--- config.mk ---
export PLATFORM = sky130hd
export DESIGN_NAME = alarm_ctrl
export DESIGN_NICKNAME = d
export VERILOG_FILES = /design/src/rtl/alarm_ctrl.sv
export SDC_FILE = /design/constraint.sdc
export NUM_CORES = 1
export LEC_CHECK = 0
export BUFFER_PORTS_ARGS = -buffer_cell sky130_fd_sc_hd__buf_2
export CORE_AREA = 2 2 59 61
export DETAILED_ROUTE_END_ITERATION = 12
export DIE_AREA = 0 0 61 63
export HOLD_SLACK_MARGIN = 0.03
export PLACE_DENSITY = 0.83
export REMOVE_ABC_BUFFERS = 1
export SYNTH_ARGS = -nofsm -noshare
export SYNTH_HDL_FRONTEND = slang
export SYNTH_SLANG_ARGS = --single-unit
export TNS_END_PERCENT = 20
--- constraint.sdc ---
create_clock -name clk -period 4.2 [get_ports clk]
set_input_delay 0.42 -clock clk [delete_from_list [all_inputs] [get_ports clk]]
set_output_delay 0.42 -clock clk [all_outputs]
set_load 0.005 [all_outputs]
--- src/rtl/alarm_ctrl.sv ---
// Alarm controller: stores alarm time, detects the match edge and runs
// the idle/ringing/snoozed sequence that drives the buzzer.
module alarm_ctrl #(
  parameter int unsigned SNOOZE_MIN = 9,
  parameter int unsigned RING_MIN   = 5
) (
  input  logic       clk,
  input  logic       rst,
  input  logic [6:0] sec_in,
  input  logic [6:0] min_in,
  input  logic [6:0] hrs_in,
  input  logic       min_tick,
  input  logic       set_alarm,
  input  logic [6:0] set_min,
  input  logic [6:0] set_hrs,
  input  logic       alarm_en,
  input  logic       snooze,
  input  logic       stop,
  output logic [6:0] alarm_min,
  output logic [6:0] alarm_hrs,
  output logic       buzz,
  output logic [1:0] state,
  output logic [5:0] snz_left
);

  localparam logic [1:0] IDLE    = 2'b00;
  localparam logic [1:0] RINGING = 2'b01;
  localparam logic [1:0] SNOOZED = 2'b10;

  localparam logic [5:0] SNZ_INIT  = 6'(SNOOZE_MIN);
  localparam logic [5:0] RING_LAST = 6'(RING_MIN - 1);

  logic [1:0] state_q, state_d;
  logic [5:0] ring_q, ring_d;
  logic [5:0] snz_q, snz_d;
  logic [6:0] amin_q, ahrs_q;
  logic       match, match_d, trigger;

  // Compare uses the registers as they stand, so a same-cycle load
  // cannot affect this cycle's match.
  assign match   = (hrs_in == ahrs_q) && (min_in == amin_q)
                && (sec_in == 7'd0);
  assign trigger = match && !match_d;

  always_ff @(posedge clk) begin
    if (rst) begin
      state_q <= IDLE;
      ring_q  <= '0;
      snz_q   <= '0;
      amin_q  <= '0;
      ahrs_q  <= '0;
      match_d <= 1'b0;
    end else begin
      state_q <= state_d;
      ring_q  <= ring_d;
      snz_q   <= snz_d;
      match_d <= match;
      if (set_alarm) begin
        amin_q <= set_min;
        ahrs_q <= set_hrs;
      end
    end
  end

  always_comb begin
    state_d = state_q;
    ring_d  = ring_q;
    snz_d   = snz_q;
    if (!alarm_en) begin
      state_d = IDLE;
      ring_d  = '0;
      snz_d   = '0;
    end else begin
      unique case (state_q)
        IDLE: begin
          if (trigger && !stop) begin
            state_d = RINGING;
            ring_d  = '0;
          end
        end
        RINGING: begin
          if (stop) begin
            state_d = IDLE;
          end else if (snooze) begin
            state_d = SNOOZED;
            snz_d   = SNZ_INIT;
          end else if (min_tick) begin
            if (ring_q == RING_LAST) begin
              state_d = IDLE;
              ring_d  = '0;
            end else begin
              ring_d = ring_q + 6'd1;
            end
          end
        end
        SNOOZED: begin
          if (stop) begin
            state_d = IDLE;
            snz_d   = '0;
          end else if (min_tick) begin
            if (snz_q == 6'd1) begin
              state_d = RINGING;
              ring_d  = '0;
              snz_d   = '0;
            end else begin
              snz_d = snz_q - 6'd1;
            end
          end
        end
        default: begin
          state_d = IDLE;
          ring_d  = '0;
          snz_d   = '0;
        end
      endcase
    end
  end

  always_comb begin
    state     = state_q;
    buzz      = (state_q == RINGING);
    snz_left  = snz_q;
    alarm_min = amin_q;
    alarm_hrs = ahrs_q;
  end

endmodule

==> summary.md <==
| Metric | Value |
|---|---|
| Result of the run | completed |
| Worst-case setup margin in the final layout | 2.01 ns |
| Critical path startpoint category | register |
| Post-route minimum period | roughly 2.2 ns |
| Final setup violating endpoints | 0 |
| Wire length of the first global-routing pass | between 6 and 7 mm |
| Area growth from synthesis to layout | 26.0% |
| Average size of a mapped cell | 8.64 um^2 |
| DR vias | ~1,600 |
| Total die area | just under 4000 um^2 |
| Setup TNS | 0 ns |
| Most instantiated flip-flop cell in the synthesis netlist | dfxtp_1 |
| Insertion delay to the later sink of the worst-skew pair | ~0.33 ns |
| Number of clock sinks | 29 |
| Unrepaired setup endpoints after global routing | false |
| Die X-Extent | about 60 um |
| Placeable core region | between 3000 and 4000 um^2 |
| Post-synthesis cell type with the largest combined area | dfxtp_1 |
| Slew Viols, Final | 0 |
| CTS root buffer | clkbuf_4 |
| Max_slew headroom | about three fifths |
| CTS tree | yes |
| Maximum vdd ir drop | 0.000210 V |
| FP Rows | 21 |
| Transition time at the pin with the least slew margin | 0.580 ns |
| Number of buffers inserted by port buffering | between 60 and 70 |
| Via count of the first global-routing pass | 1,482 |
| Worst EP required | between 4 and 5 ns |
| Gate count of the mapped netlist | 188 |
| Unique cell type count in the Yosys netlist | 35 |
| Area share of the leading cell type in the synthesized netlist | 35.7% |
| GR Util All Layers | between 20% and 30% |
| Biggest cell delay along the critical path | ~0.44 ns |
| Minimum setup slack after placement | about 2.0 ns |
| Cell-by-cell trace of the critical path | inv_1 > ha_1 > nor2_1 > o21ai_0 > a21oi_1 > a31oi_2 > or3_4 > o31ai_1 |
| Detailed Routing Iterations Pass 1 | 4 |
| Layout fillers | around 300 |
| Placed Instances | roughly 290 |
| Worst min-delay path class | in2reg |
| Largest net degree at the start of global routing | 18 |
| Flip-flop and latch count after synthesis | 29 |
| Wire length per cell | 12.3 um |
| Share of flip-flops with an asynchronous set or reset after synthesis | 0% |
| Sequential fraction of the synthesis area | 35.7% |
| Number of H-tree levels | 2 |
| Critical Path Fanout Max | 14 |
| Post_cts resized | 0 |
| Antenna violations before repair | 0 |
| Total congestion overflow | 0 |
| Total Power | approximately 0.00055 W |
| WP data arrival | 2.44 ns |
| Static leakage | 0.887 nW |
| Height of the die | 63 um |
| Clock-pin slew on the worst setup and hold paths | 0.10 ns |
| Kind of critical path | reg2reg |
| Number of synthesis warnings | 0 |
| Starting DRT DRC Count | 59 |
| Total power per unit cell area | around 270 nW/um^2 |
| NumNets Final | 302 |
| Number of nets with antenna violations after routing | 0 |
| Cell area after synthesis | between 1500 and 2000 um^2 |
| Starting Density | 50.3% |
| Reported max-cap violation count | 0 |
| Number of enable flip-flop cells after synthesis | 0 |
| Count of placed standard cells in the final layout, fillers left out | about 300 |
| Clock tree buffer depth | 2 |
| Setup Fix Bufs, Post-CTS | 0 |
| Remaining design rule violation count | 0 |
| Num ports | 65 |
| Number of antenna cells inserted | 0 |
| Post-detail-place hpwl | about 2.9 mm |
| Area contributors post-synth | dfxtp_1 36%, mux2i_1 8.6%, xnor2_1 8.1% |
| Total length of routed wires | around 3.7 mm |
| Leading cell type by number of instances after synthesis | dfxtp_1 |
| Final hold vios | 0 |
| Number of buffers created by CTS | 5 |
| Fraction of final layout cells with drive strength greater than 1 | around 31% |
| Max Clock Skew | ~0.01 ns |
| Post-CTS Hold Buffers | 0 |
| Slowest CP cell | or3_4 |
| Weighted congestion reported at the end of routability-driven placement | roughly 0.92 |
| Fmax | approximately 0.46 GHz |
| Nature of the critical path endpoint | register |
| Via density | around 5.3 |
| Synth top cells by count | 29 x dfxtp_1, 26 x nor2_1, 15 x xnor2_1 |
| Period utilization | 52.1% |
## cells in the final DEF, fill, tap and decap left out, types with 4 or more instances in the layout
cell,count
o31ai_1,4
buf_2,64
mux2i_1,14
nand2_1,8
inv_1,7
o21ai_0,9
xnor2_1,15
clkbuf_4,5
dfxtp_1,29
a21oi_1,10
nand4_1,4
nor3_1,4
nor2_1,26
nor2b_1,4
ha_1,8
o211ai_1,6
nand3_1,8
and3_1,5
## per-stage QoR
stage	hold WS (ns)	util (%)	area, um^2
after floorplan	0.464	-	1600
after global placement	0.464	61.1	1980
after detailed placement	0.484	61.1	1980
after CTS	0.315	63.3	2050
after global routing	0.310	63.3	2050
final	0.317	63.3	2050
## cell families (layout without fill, tap and decap cells)
logic type / after synthesis / in the layout / share of synthesized area, %
buffers and inverters: 14 / 79 / 3.24
and+or+nand+nor: 72 / 72 / 23.8
adders and majority gates: 8 / 8 / 6.16
muxes: 14 / 14 / 8.63
xor gates and xnor gates: 15 / 15 / 8.09
DFF: 29 / 29 / 35.7
AOI/OAI and AO/OA: 36 / 36 / 14.3
## power breakdown
group | total [W] | switching, W | internal (W)
sequential | 0.000290 | 0.00000767 | 0.000283
combinational | 0.0000668 | 0.0000297 | 0.0000372
clock | 0.000194 | 0.0000968 | 0.0000969
total | 0.000551 | 0.000134 | 0.000417
## path summary, 6_finish.rpt
kind / startpoint / end / slack, ns / cells after the start
hold reg to reg: snz_left[5] / snz_left[5] / 0.49 / 2
setup reg to reg: state[1] / ring_q[5] / 2.01 / 8
hold / removal: set_hrs[4] / alarm_hrs[4] / 0.32 / 3
setup / recovery: state[1] / ring_q[5] / 2.01 / 8
## routing by layer
layer | up-vias | GRT usage (%) | part of all wire, %
met5 | - | 0 | 0
met4 | 0 | 7.88 | 1.8
li1 | 793 | - | -
met2 | 68 | 34.0 | 47
met3 | 7 | 5.80 | 6.9
met1 | 714 | 26.4 | 45
## final cells by class
class                   count  area, um^2  area share, %
multi-input cells         145         991           48.4
flip-flops and latches     29         581           28.4
repair buffers             64         320           15.7
clock buffers               7        65.1           3.18
well taps                  46        57.6           2.81
inverters                   7        26.3           1.28
clock inverters             1        5.00          0.245
## critical path, delay by kind of cell, from the launching register on
family / cells / cell delay [ns]
compound gates: 4 / 0.74
fa+ha+maj: 1 / 0.33
buf+inv: 1 / 0.08
flops: 1 / 0.40
simple gates: 2 / 0.58
## registers in the layout, indices dropped and copies added, names as in the netlist
name       count
alarm_hrs      7
match_d        1
alarm_min      7
snz_left       6
ring_q         6
state          2
(Power assumes the default switching activity.)
